==> config.mk <==
export PLATFORM = sky130hd
export DESIGN_NAME = fifo_uart_tx
export DESIGN_NICKNAME = d
export VERILOG_FILES = /design/src/rtl/fifo_uart_tx.sv
export SDC_FILE = /design/constraint.sdc
export NUM_CORES = 1
export LEC_CHECK = 0
export ABC_AREA = 1
export BUFFER_PORTS_ARGS = -buffer_cell sky130_fd_sc_hd__buf_2
export CAP_MARGIN = 10
export CORE_MARGIN = 8
export CORE_UTILIZATION = 50
export DETAILED_ROUTE_END_ITERATION = 8
export PLACE_DENSITY_LB_ADDON = 0.25
export SLEW_MARGIN = 20
export SYNTH_ARGS = -nofsm -noshare
export SYNTH_HDL_FRONTEND = slang
export SYNTH_SLANG_ARGS = --single-unit
==> constraint.sdc <==
create_clock -name clk -period 1.3 [get_ports clk]
set_input_delay 0.065 -clock clk [delete_from_list [all_inputs] [get_ports clk]]
set_output_delay 0.065 -clock clk [all_outputs]
set_load 0.01 [all_outputs]
==> src/rtl/fifo_uart_tx.sv <==
// -----------------------------------------------------------------------------
// fifo_uart_tx
// UART transmitter that drains a show-ahead FIFO. Each frame is one start bit
// (0), DBIT data bits sent LSB first, and a stop bit (1) lasting SB_TICK
// oversampling ticks. Data and start bits last 16 ticks each, so a frame spans
// 16*(1+DBIT)+SB_TICK s_tick pulses.
//
// Parameters
//   DBIT     data bits per frame (>= 1)
//   SB_TICK  s_tick count of the stop bit (16/24/32 = 1/1.5/2 stop bits)
//
// Ports
//   clk          in   system clock, all state updates on its rising edge
//   reset        in   asynchronous, active-low reset
//   s_tick       in   one-clk pulse at 16x baud rate
//   empty        in   FIFO empty flag; rd_data is valid when empty=0
//   rd_data      in   FIFO head word (DBIT bits)
//   rd           out  one-clk pop strobe, only in IDLE with a non-empty FIFO
//   tx           out  serial line (registered, idle high)
//   tx_busy      out  high whenever the FSM is not in IDLE
//   tx_done_tick out  one-clk pulse on the last tick of the stop bit
// -----------------------------------------------------------------------------
module fifo_uart_tx #(
    parameter int DBIT    = 8,
    parameter int SB_TICK = 16
) (
    input  logic            clk,
    input  logic            reset,
    input  logic            s_tick,
    input  logic            empty,
    input  logic [DBIT-1:0] rd_data,
    output logic            rd,
    output logic            tx,
    output logic            tx_busy,
    output logic            tx_done_tick
);

    // Tick counter must reach both 15 (start/data bits) and SB_TICK-1 (stop bit).
    localparam int SW = ($clog2(SB_TICK) > 4) ? $clog2(SB_TICK) : 4;
    localparam int NW = (DBIT > 1) ? $clog2(DBIT) : 1;

    localparam logic [SW-1:0] S_BIT_LAST  = SW'(15);
    localparam logic [SW-1:0] S_STOP_LAST = SW'(SB_TICK - 1);
    localparam logic [NW-1:0] N_LAST      = NW'(DBIT - 1);

    typedef enum logic [1:0] {
        ST_IDLE  = 2'd0,
        ST_START = 2'd1,
        ST_DATA  = 2'd2,
        ST_STOP  = 2'd3
    } state_t;

    state_t            r_state;
    logic   [SW-1:0]   r_s;
    logic   [NW-1:0]   r_n;
    logic   [DBIT-1:0] r_b;
    logic              r_tx;

    state_t            w_state_next;
    logic   [SW-1:0]   w_s_next;
    logic   [NW-1:0]   w_n_next;
    logic   [DBIT-1:0] w_b_next;
    logic              w_tx_next;
    logic              w_rd;
    logic              w_done;
    logic   [DBIT-1:0] w_b_shift;

    assign w_b_shift = r_b >> 1;

    // State, counters, shift register and the registered serial line.
    always_ff @(posedge clk or negedge reset) begin
        if (!reset) begin
            r_state <= ST_IDLE;
            r_s     <= '0;
            r_n     <= '0;
            r_b     <= '0;
            r_tx    <= 1'b1;
        end else begin
            r_state <= w_state_next;
            r_s     <= w_s_next;
            r_n     <= w_n_next;
            r_b     <= w_b_next;
            r_tx    <= w_tx_next;
        end
    end

    // Next-state logic. w_tx_next is the line level of the *next* cycle's
    // state, so tx changes on the same edge as the state and the start bit
    // appears the cycle right after the pop.
    always_comb begin
        w_state_next = r_state;
        w_s_next     = r_s;
        w_n_next     = r_n;
        w_b_next     = r_b;
        w_tx_next    = r_tx;
        w_rd         = 1'b0;
        w_done       = 1'b0;
        case (r_state)
            ST_IDLE: begin
                if (!empty) begin
                    // Pop and load; a coincident s_tick does not count.
                    w_rd         = 1'b1;
                    w_b_next     = rd_data;
                    w_s_next     = '0;
                    w_state_next = ST_START;
                    w_tx_next    = 1'b0;
                end else begin
                    w_tx_next    = 1'b1;
                end
            end
            ST_START: begin
                w_tx_next = 1'b0;
                if (s_tick) begin
                    if (r_s == S_BIT_LAST) begin
                        w_s_next     = '0;
                        w_n_next     = '0;
                        w_state_next = ST_DATA;
                        w_tx_next    = r_b[0];
                    end else begin
                        w_s_next     = r_s + SW'(1);
                    end
                end else begin
                    w_s_next = r_s;
                end
            end
            ST_DATA: begin
                w_tx_next = r_b[0];
                if (s_tick) begin
                    if (r_s == S_BIT_LAST) begin
                        w_s_next = '0;
                        w_b_next = w_b_shift;
                        if (r_n == N_LAST) begin
                            w_state_next = ST_STOP;
                            w_tx_next    = 1'b1;
                        end else begin
                            w_n_next     = r_n + NW'(1);
                            w_tx_next    = w_b_shift[0];
                        end
                    end else begin
                        w_s_next = r_s + SW'(1);
                    end
                end else begin
                    w_s_next = r_s;
                end
            end
            ST_STOP: begin
                w_tx_next = 1'b1;
                if (s_tick) begin
                    if (r_s == S_STOP_LAST) begin
                        w_state_next = ST_IDLE;
                        w_done       = 1'b1;
                    end else begin
                        w_s_next     = r_s + SW'(1);
                    end
                end else begin
                    w_s_next = r_s;
                end
            end
            default: begin
                w_state_next = ST_IDLE;
                w_tx_next    = 1'b1;
            end
        endcase
    end

    // The FSM sits in IDLE during reset, so the pop strobe is gated with
    // reset to stay low while reset is asserted even if the FIFO is non-empty.
    assign rd           = w_rd & reset;
    assign tx           = r_tx;
    assign tx_busy      = (r_state != ST_IDLE);
    assign tx_done_tick = w_done;

endmodule

==> reports/qor.txt <==
worst hold path depth -> 3
combinational power share -> 68.2%
sequential fraction of the synthesis area -> 41.1%
Overflow after GRT -> 0
first-pass GRT wire length -> 4830 um
initial drt markers -> 26
Post-Syn Nets -> 145
TritonRoute pass-1 iters -> 4
total power -> 4.02 mW
R2R setup slack -> -0.20 ns
clk root buf -> clkbuf_4
initial antenna violation count -> 0
Site Rows -> 17
largest net degree at the start of global routing -> 19
RR Startpoint -> r_state[1]
worst slew pin tran -> 0.249 ns
via count -> 1029
area grow syn2layout -> 51.2%
Seq pwr share -> 23.1%
drt wl/cell -> 16.2 um
worst reg2reg endpoint -> r_n[1]
GP Congestion -> 0.883
Top Ports -> 16
worst skew pair latency -> 0.29 ns
Sw Share -> 45.6%
hold wc startpoint -> rd_data[7]
Worst Setup End Kind -> flip-flop
fin nets -> 185
status -> finished with violations
setup violators final -> 20
Worst EP required -> 1.53 ns
Fmax -> 669 MHz
leak pwr -> 0.777 nW
Num CTS Buffers -> 3
Worst Path Max Fanout -> 5
dpl hpwl -> 1850 um
Global Route Usage Sum -> 14.7%
Syn Inst Count -> 125
Crit Path Class -> reg2reg
final hold viol count -> 0
die area -> 0.00396 mm2
number of global-route vias before repair -> 1091
failing checks -> setup timing
Worst Setup SP -> r_state[1]
H-tree depth -> 1
Vert. Die Dim -> 62.9 um
Hold WC Path Type -> in2reg
Routed Antenna Nets -> 0
Clock Skews -> 0.00124 ns
fin crit period -> 1.50 ns
n_diodes -> 0
share of final-layout standard cells stronger than drive strength 1 -> 56.1%
clock buffer depth -> 2
dpl ws -> -0.253 ns
crit start category -> flip-flop
Post-Syn Area per Cell -> 8.80 um2
Final WS setup -> -0.196 ns
initial core utilization -> 51.2%
Fill cells -> 139
core area -> 0.00215 mm2
yosys warns -> 0
Synth cell types -> 21
post-route cell area -> 0.00166 mm2
DRC errors left -> 0
Yosys reg bits -> 18
RSZ-0062 raised after global routing -> true
WHS -> 0.0156 ns
placed cell areas -> 0.00131 mm2
vias per cell -> 5.36
Port Buffer Count -> 15
P_int -> 2.19 mW
Clock transition at path regs -> 0.11 ns
Rel. slew slack -> 83.4%
Net Sw Power -> 1.84 mW
CP arrival -> 1.73 ns
mapped cell area -> 0.00110 mm2
worst r2r path cells -> 6
period utilisation layout -> 115%
final core utilization -> 77.4%
pwr dens -> 2420 mW/mm2
maxcap violations -> 0
total clock sinks -> 18
DIE WIDTH -> 62.9 um
overall routed net length -> 3110 um
clock share of power -> 8.8%
CTS tree -> done
Slew Viols, Final -> 0
Worst Hold End -> r_b[7]
VDD IR-drop max -> 1750 uV
[Yosys cell counts (all sizes together)]
library cell	count	share of area, %
dfrtp	17	39
inv	14	4.8
nand2	34	13
nand4	1	1.9
or2	2	1.6
xor2	1	0.80
nand3	7	3.2
nor3	2	0.91
nor2	10	3.6
a21oi	4	1.8
buf	2	1.7
mux2i	7	6.4
ha	8	9.1
o21ai	15	11
dfstp	1	2.4
[repair_timing]
action,in CTS,in global routing
endpoints found under the setup margin,20,21
hold buffers,1,0
resized for setup,32,25
endpoints found under the hold margin,18,0
cloned,1,0
buffers inserted,5,3
pin swaps,10,15
[critical path: stages (launching register included)]
cell and delay, ns:
dfrtp_2 0.47, buf_6 0.13, ha_4 0.15, inv_4 0.06, or2_4 0.25, or2_4 0.25, o21ai_2 0.11
[logic make-up (layout without fill, tap and decap cells)]
family / after synthesis / in the layout / share of synthesized area (%)
XOR/XNOR: 1 / 1 / 0.797
AO/OA/AOI/OAI: 19 / 19 / 12.4
multiplexers: 7 / 7 / 6.37
flip-flops: 18 / 18 / 41.1
AND/OR/NAND/NOR: 56 / 57 / 23.8
buffers and inverters: 16 / 54 / 6.48
adder cells (fa/ha/maj): 8 / 8 / 9.10
[state kept, by name (all words and copies together) (netlist names)]
register	count
r_state	2
r_b	8
tx	1
r_n	3
r_s	4
[metrics by stage]
stage | cells | TNS, ns
CTS | 189 | -1.80
floorplan | 125 | -0.927
finish | 192 | -2.71
detailed placement | 178 | -3.21
global placement | 178 | -2.25
global route | 192 | -3.73
[area by class of cell]
type	count	area (um2)	area share, %
multi-input cells	92	791	47.6
flip-flops and latches	18	453	27.2
repair buffers	36	283	17.0
inverters	14	65.1	3.91
clock buffers	4	36.3	2.18
well taps	28	35.0	2.11
[placed cells by master, fill, tap and decap left out]
cell	synthesis	routed
nand2_1	32	26
dfrtp_1	17	16
buf_4	1	14
buf_2	0	13
o21ai_2	11	11
inv_1	13	7
mux2i_1	7	7
nor2_4	0	6
buf_6	1	6
inv_4	0	5
nand2_4	1	4
nand3_1	7	4
nor2_1	9	4
nand2_2	1	4
ha_4	0	4
o21ai_1	0	3
nand3_2	0	3
ha_2	0	3
clkbuf_4	0	3
inv_2	1	2
a21oi_4	0	2
or2_4	2	2
nor3_4	0	2
nand4_4	1	1
a21oi_1	4	1
nand2_8	0	1
a21oi_2	0	1
xor2_1	1	1
o21ai_0	4	1
ha_1	8	1
clkbuf_8	0	1
dlygate4sd3_1	0	1
buf_8	0	1
dfrtp_2	0	1
buf_12	0	1
dfstp_2	1	1
[worst max-delay path by stage]
stage / to / slack (ns)
finish: r_n[1] / -0.20
global route: r_n[2] / -0.23
CTS: r_n[0] / -0.16
detailed placement: r_s[0] / -0.25
global placement: r_n[0] / -0.16
floorplan: r_s[2] / -0.09
[power groups by stage]
stage               Clock, mW  Combinational (mW)  Sequential, mW
CTS                     0.361                2.30           0.899
global placement            0                1.70           0.898
finish                  0.352                2.74           0.928
floorplan                   0                1.31           0.893
global route            0.389                2.94           0.943
detailed placement          0                1.78           0.908
[per-layer routing]
| metal | up-vias | track usage [%] | part of all wire [%] |
|---|---|---|---|
| li1 | 487 | - | - |
| met1 | 498 | 17.4 | 44 |
| met2 | 34 | 23.9 | 49 |
| met3 | 10 | 3.76 | 3.8 |
| met4 | 0 | 7.12 | 2.5 |
| met5 | - | 0 | 0 |
No activity file was read; power rests on OpenSTA's default activity.
